**src/rtl/eq_gain_scheduler.sv**
```systemverilog
// Per-band gain and summing stage behind the FIR filter bank. One signed multiplier is shared
// across the bands, one band per clock, and the rounded, saturated sum is emitted per frame.
module eq_gain_scheduler #(
  parameter int unsigned NUM_BANDS = 10,
  parameter int unsigned DATA_W    = 24,
  parameter int unsigned GAIN_W    = 12,
  parameter int unsigned GAIN_FRAC = 10
) (
  input  logic                          clk,
  input  logic                          rst,
  input  logic                          sample_valid,
  input  logic [NUM_BANDS*DATA_W-1:0]   band_in,
  input  logic                          gain_wr_en,
  input  logic [3:0]                    gain_wr_addr,
  input  logic [GAIN_W-1:0]             gain_wr_data,
  input  logic                          overrun_clr,
  output logic [DATA_W-1:0]             audio_out,
  output logic                          out_valid,
  output logic                          busy,
  output logic                          overrun
);

  localparam int unsigned IDX_W  = $clog2(NUM_BANDS);
  localparam int unsigned PROD_W = DATA_W + GAIN_W;
  localparam int unsigned ACC_W  = DATA_W + GAIN_W + $clog2(NUM_BANDS);

  localparam logic signed [GAIN_W-1:0] GainUnity = GAIN_W'(1 << GAIN_FRAC);
  localparam logic signed [ACC_W:0]    RoundHalf = (ACC_W + 1)'(1 << (GAIN_FRAC - 1));

  typedef enum logic [1:0] {StIdle, StMac, StOut} state_e;

  state_e                     state_q, state_d;
  logic signed [DATA_W-1:0]   sample_q [NUM_BANDS];
  logic signed [GAIN_W-1:0]   shadow_q [NUM_BANDS];
  logic signed [GAIN_W-1:0]   shadow_d [NUM_BANDS];
  logic signed [GAIN_W-1:0]   active_q [NUM_BANDS];
  logic signed [ACC_W-1:0]    acc_q;
  logic [IDX_W-1:0]           idx_q;
  logic [DATA_W-1:0]          audio_q;
  logic                       out_valid_q;
  logic                       overrun_q;

  logic                       mac_last;
  logic signed [PROD_W-1:0]   prod;
  logic signed [ACC_W-1:0]    prod_ext;
  logic signed [ACC_W:0]      acc_ext;
  logic signed [ACC_W:0]      rnd;
  logic [DATA_W-1:0]          sat;

  // Shadow next-state doubles as the copy source, so a write on the accept cycle is included.
  always_comb begin
    for (int i = 0; i < NUM_BANDS; i++) begin
      shadow_d[i] = shadow_q[i];
      if (gain_wr_en && (gain_wr_addr == 4'(i))) shadow_d[i] = gain_wr_data;
    end
  end

  always_comb begin
    mac_last = (idx_q == IDX_W'(NUM_BANDS - 1));
    state_d  = state_q;
    unique case (state_q)
      StIdle:  if (sample_valid) state_d = StMac;
      StMac:   if (mac_last) state_d = StOut;
      StOut:   state_d = StIdle;
      default: state_d = StIdle;
    endcase
  end

  always_comb begin
    prod     = sample_q[idx_q] * active_q[idx_q];
    prod_ext = ACC_W'(prod);
    acc_ext  = (ACC_W + 1)'(acc_q);
    rnd      = (acc_ext + RoundHalf) >>> GAIN_FRAC;
    // In range when every bit above the output sign bit matches it.
    if ((&rnd[ACC_W:DATA_W-1]) || !(|rnd[ACC_W:DATA_W-1])) begin
      sat = rnd[DATA_W-1:0];
    end else if (rnd[ACC_W]) begin
      sat = {1'b1, {(DATA_W - 1){1'b0}}};
    end else begin
      sat = {1'b0, {(DATA_W - 1){1'b1}}};
    end
  end

  always_ff @(posedge clk) begin
    if (rst) begin
      state_q     <= StIdle;
      acc_q       <= '0;
      idx_q       <= '0;
      audio_q     <= '0;
      out_valid_q <= 1'b0;
      overrun_q   <= 1'b0;
      for (int i = 0; i < NUM_BANDS; i++) begin
        sample_q[i] <= '0;
        shadow_q[i] <= GainUnity;
        active_q[i] <= GainUnity;
      end
    end else begin
      state_q     <= state_d;
      out_valid_q <= 1'b0;
      for (int i = 0; i < NUM_BANDS; i++) shadow_q[i] <= shadow_d[i];

      if (sample_valid && (state_q != StIdle)) begin
        overrun_q <= 1'b1;
      end else if (overrun_clr) begin
        overrun_q <= 1'b0;
      end

      unique case (state_q)
        StIdle: begin
          if (sample_valid) begin
            for (int i = 0; i < NUM_BANDS; i++) begin
              sample_q[i] <= band_in[i*DATA_W +: DATA_W];
              active_q[i] <= shadow_d[i];
            end
            acc_q <= '0;
            idx_q <= '0;
          end
        end
        StMac: begin
          acc_q <= acc_q + prod_ext;
          idx_q <= idx_q + 1'b1;
        end
        StOut: begin
          audio_q     <= sat;
          out_valid_q <= 1'b1;
        end
        default: ;
      endcase
    end
  end

  assign audio_out = audio_q;
  assign out_valid = out_valid_q;
  assign busy      = (state_q != StIdle);
  assign overrun   = overrun_q;

endmodule

```
**config.mk**
```make
export PLATFORM = sky130hd
export DESIGN_NAME = eq_gain_scheduler
export DESIGN_NICKNAME = d
export VERILOG_FILES = /design/src/rtl/eq_gain_scheduler.sv
export SDC_FILE = /design/constraint.sdc
export NUM_CORES = 2
export LEC_CHECK = 0
export BUFFER_PORTS_ARGS = -buffer_cell sky130_fd_sc_hd__buf_2
export CELL_PAD_IN_SITES_DETAIL_PLACEMENT = 1
export CELL_PAD_IN_SITES_GLOBAL_PLACEMENT = 2
export CORE_AREA = 2 2 295 297
export CTS_BUF_LIST = sky130_fd_sc_hd__clkbuf_16
export DETAILED_ROUTE_END_ITERATION = 6
export DIE_AREA = 0 0 297 299
export GPL_TIMING_DRIVEN = 0
export HOLD_SLACK_MARGIN = 0.06
export PLACE_DENSITY = 0.82
export SETUP_SLACK_MARGIN = 0.4
export SLEW_MARGIN = 20
export SYNTH_ARGS = -nofsm -noshare
export SYNTH_HDL_FRONTEND = slang
export SYNTH_SLANG_ARGS = --single-unit
export TNS_END_PERCENT = 5
```
**constraint.sdc**
```tcl
create_clock -name clk -period 13.3 [get_ports clk]
set_input_delay 1.995 -clock clk [delete_from_list [all_inputs] [get_ports clk]]
set_output_delay 1.995 -clock clk [all_outputs]
set_load 0.1 [all_outputs]
```
== Yosys cells after proc, flatten, opt, wreduce, memory -nomap -nowiden ==
Memories as Yosys holds them, arrays and structs flattened. A register that Yosys moved wholly into a read port is not among the register bits.
Index checks and enable logic that the tools add are counted.
Widths: inputs -> output; s select.

* Input port bits: 261
* Bits in latches: 0
* Bits in read-only memories: 0
* Memories: 3
* RAM bits: 480
* Register bits: 72
* Output and inout port bits: 27
* Logic and storage cells: 142

{| class="wikitable"
|+ Memory list
! memory !! depth !! width !! rd ports !! clocked after Yosys merged registers in !! wr ports !! RTL line !! RTL
|-
| sample_q || 10 || 24 || 1 || 1 || 10 || 33 || <nowiki>logic signed [DATA_W-1:0] sample_q [NUM_BANDS];</nowiki>
|-
| active_q || 10 || 12 || 1 || 1 || 10 || 36 || <nowiki>logic signed [GAIN_W-1:0] active_q [NUM_BANDS];</nowiki>
|-
| shadow_q || 10 || 12 || 10 || 0 || 10 || 34 || <nowiki>logic signed [GAIN_W-1:0] shadow_q [NUM_BANDS];</nowiki>
|}

* Order comparisons: 0
* Reductions and logical operators: 22
* Equality and inequality tests: 14
* Divide/modulo/power cells: 0
* Multipliers: 1
* Shift operators: 0
* $add $sub $neg: 3
* Bitwise logic cells: 30
* Multiplexer cells: 63

{| class="wikitable"
|+ Operators by type and width
! kind !! count
|-
| $mux 12 || 30
|-
| $mux 24 || 12
|-
| $pmux 40 s2 || 1
|-
| $add 40x11->41 const B || 1
|-
| $add 40x36->40 || 1
|-
| $mux 40 || 1
|-
| $mul 24x12->36 || 1
|-
| $or 1x1->1 || 30
|-
| $mux 4 || 5
|-
| $eq 4x3->1 const B || 4
|-
| $eq 4x4->1 const B || 3
|-
| $logic_and 1x1->1 || 11
|-
| $mux 1 || 10
|-
| $eq 4x2->1 const B || 2
|-
| $pmux 4 s2 || 1
|-
| $reduce_and 8->1 || 1
|-
| $reduce_or 8->1 || 1
|-
| $reduce_bool 2->1 || 3
|-
| $add 4x1->4 const B || 1
|-
| $eq 4x1->1 const B || 1
|-
| $logic_not 4->1 || 1
|-
| $mux 2 || 2
|-
| $ne 2x2->1 const B || 2
|-
| $pmux 2 s2 || 1
|-
| 6 further kinds || 7
|}

== Depth between registers and ports, before layout ==
* Word-level depth: 5
* Mapped depth: 31
* Depth with buffers taken out: 27

== Worst setup path after synthesis ==
No wires, ideal clock.

* Path kind: input-to-reg
* Start point: in rst
* End point: reg acc_q[31]
* Slack: 1.383 ns
* Buffers on the path: 2
* Required time: 13.183 ns
* Stages: 6
* Library setup time: 0.117 ns
* Arrival time: 11.800 ns
* Path through: clkdlybuf4s15_1 inv_1 nand2_1 nor2_1 clkbuf_1 a22o_1

{| class="wikitable"
|+ RTL lines
! element !! RTL line !! RTL
|-
| start: declaration || 10 || <nowiki>input logic rst,</nowiki>
|-
| end signal: assignment || 120 || <nowiki>acc_q <= acc_q + prod_ext;</nowiki>
|-
| end: declaration || 37 || <nowiki>logic signed [ACC_W-1:0] acc_q;</nowiki>
|}

==> results.toml <==
[logic_synthesis]
synth-edff-count = 360
ys_top_cells_by_area = "edfxtp_1 (31%), fa_1 (18%), dfxtp_1 (11%)"
seq_area_frac_synth_pct = 42.4
yosysWarnings = 0
syn_area_per_cell_um2 = 11.6
synth.distinct_cells = 72
synth_ff_type = "edfxtp_1"
synth.largest_area_cell = "edfxtp_1"
syn_area_um2 = 34800
synth_top_area_share_pct = 31.1
postSynthCellCount = 3004
synthArstFlopShare_pct = 0
ys_ff_latch = 556
mappedNetlistNets = 3678

[global_route]
grt_pass1_vias = 26000
grt_pass1_wl_um = 164000
grt_overflow = 0
antenna_found_initial = 15
grt_max_degree = 59
grt_use_total_pct = 24.4

[finish]
drive_above_1_share_pct = 15.2
final_common_cell = "edfxtp_1"
final_cell_mix = "edfxtp_1 (360), fa_1 (311), inv_1 (293)"
finalNonFillerCells = 4567
num-nets-final = 4023
syn_to_final_growth_pct = 14.7
fill_cells = 9428

[timing]
drv_slew = 0
hold_viol = 0
slew_headroom_pct = 21.4
max_freq_mhz = 100
fin_crit_sh_pct = 75.1
clock-skew-final_ns = 0.0467
layout_setup_ws_ns = 3.31
setup_violations = 0
holdWs_ns = 0.460
rsz0062_at_grt = "no"
post-route-min-period_ns = 9.99
setup_tns_ns = 0
worstMarginPinSlew_ns = 1.17

[worst_hold_path]
hp-class = "reg -> reg"
hold_end = "shadow_q[1][10]"
min_from = "shadow_q[1][10]"
whs_path_depth = 1

[drt]
drt-initial-drc-count = 1555
ant_nets = 0
viasPerCell = 5.24
remaining_drc_errors = 0
vias = 23900
wire_per_inst_um = 23.8
drt_first_pass_iters = 5
totalWireLength_um = 108000

[worst_setup_path]
crit_path_end_kind = "flop"
r2r_slack_ns = 3.31
start_kind = "flop"
worstPathRequired_ns = 13.82
r2r_cells = 24
arrival_ns = 10.51
reg2reg_to = "acc_q[32]"
path_max_fanout = 10
worstSetupPathType = "reg -> reg"

[clock_network]
clkLatencyLatePin_ns = 0.67
htree_levels = 2
hold_buffers = 0
cts_resized = 0
tritoncts = "done"
post-cts-setup-buffers = 0
clockBufferDepth = 3
clock-sinks = 556
root_buffer = "clkbuf_16"
numCtsBuffers = 60
clk_pin_slew_ns = 0.07

[power]
p_sw_share_pct = 40.5
p_int_w = 0.00460
pwr-share-comb_pct = 50.9
power.density_nw_per_um2 = 194
power_switching_w = 0.00313
peakVddDrop_uv = 140
pwr-share-seq_pct = 26.4
p_leak_nw = 17.0
clock_power_share_pct = 22.7

[floorplan]
fp.dieW_um = 297
core_um2 = 85900
die_y_um = 299
row_count = 108
io_pins = 288
initial_utilization_pct = 40.5
die_area_um2 = 88800

[placement]
placed_cells = 4442
place.gp.congestion = 0.861
port_buffers = 275
post-place-ws_ns = 3.31
hpwl_um = 85300

[job]
cap_viol_max_count = 0

[status]
status = "finished clean"
[worst max path at each step]
stage	slack, ns	depth (start not counted)	to	start
floorplan	1.38	6	acc_q[31]	rst
global placement	-3.45	6	acc_q[35]	rst
detailed placement	3.31	24	acc_q[36]	flop
CTS	3.31	24	acc_q[36]	flop
global route	2.86	24	acc_q[36]	flop
finish	3.31	24	acc_q[32]	flop
[through the flow]
stage               util [%]  total power [W]  area [um2]
CTS                     46.4          0.00778       39900
detailed placement      44.0          0.00599       37800
floorplan                  -          0.00496       34800
global route            46.4          0.00835       39900
finish                  46.4          0.00773       39900
global placement        43.7          0.00595       37600
[synthesized netlist by cell type (all sizes together), types with 3 or more instances]
master and number:
a211o 9, a211oi 24, a21o 21, a21oi 75, a221o 25, a22o 12
a31oi 9, and2 278, and2b 4, and3 9, and4 4, buf 57
clkbuf 126, dfxtp 196, edfxtp 360, fa 311, ha 102, inv 276
mux2 18, mux2i 147, mux4 72, nand2 213, nand2b 5, nand3 46
nand3b 5, nand4 16, nor2 246, nor2b 49, nor3 123, nor3b 3
nor4 4, o2111ai 4, o211ai 7, o21a 12, o21ai 37, o21bai 6
or2 12, or3 3, xnor2 47, xor2 12
[power by group through the flow]
stage | clock [W] | combinational (W) | sequential, W
3_3_place_gp | 0 | 0.00384 | 0.00211
2_1_floorplan | 0 | 0.00289 | 0.00208
5_1_grt | 0.00184 | 0.00445 | 0.00205
4_1_cts | 0.00178 | 0.00396 | 0.00204
6_report | 0.00176 | 0.00393 | 0.00204
3_5_place_dp | 0 | 0.00391 | 0.00208
[layout make-up]
class	instances	area, um2	area share, %
clock buffers	60	1500	3.76
flip-flops and latches	556	14700	36.9
diodes	11	27.5	0.0690
repair buffers	283	1560	3.91
well taps	1155	1450	3.62
clock inverters	54	568	1.42
plain buffers	187	835	2.09
inverters	276	1040	2.60
multi-input cells	1985	18200	45.6
[metal layers]
layer | GRT usage (%) | up-vias | wire [um]
met1 | 32.7 | 12300 | 47400
met5 | 0 | - | 87
met4 | 5.96 | 14 | 2550
li1 | - | 10900 | -
met2 | 41.9 | 624 | 53000
met3 | 3.46 | 134 | 5410
[state kept, by name, indices dropped and copies added, names as in the netlist, named ones only]
register,flops
audio_out,24
state_q,2
acc_q,40
idx_q,4
sample_q,240
active_q,120
out_valid,1
overrun,1
shadow_q,120
[cells by family after synthesis]
| group | Yosys count | share of synthesized area (%) |
|---|---|---|
| flops | 556 | 42.4 |
| compound gates | 254 | 5.01 |
| xor+xnor | 59 | 1.49 |
| mux | 237 | 9.48 |
| buf+inv | 463 | 5.38 |
| fa+ha+maj | 413 | 21.6 |
| simple gates | 1022 | 14.7 |
[worst max-delay path, stage by stage (launching register included)]
cell      delay (ns)
dfxtp_1         0.36
clkbuf_1        0.64
clkbuf_1        0.75
clkbuf_1        0.69
a211oi_1        0.20
a21oi_1         0.81
clkbuf_1        0.56
nand2_1         0.18
fa_1            0.57
fa_1            0.57
inv_1           0.05
fa_1            0.52
fa_1            0.44
fa_1            0.52
fa_1            0.42
ha_1            0.38
nand3_1         0.20
nor4_1          0.28
nand3b_1        0.17
a31oi_1         0.52
a31oi_4         0.21
o311ai_0        0.34
a21oi_1         0.14
xnor2_1         0.14
a22o_1          0.18
No activity file was read; power rests on OpenSTA's default activity.
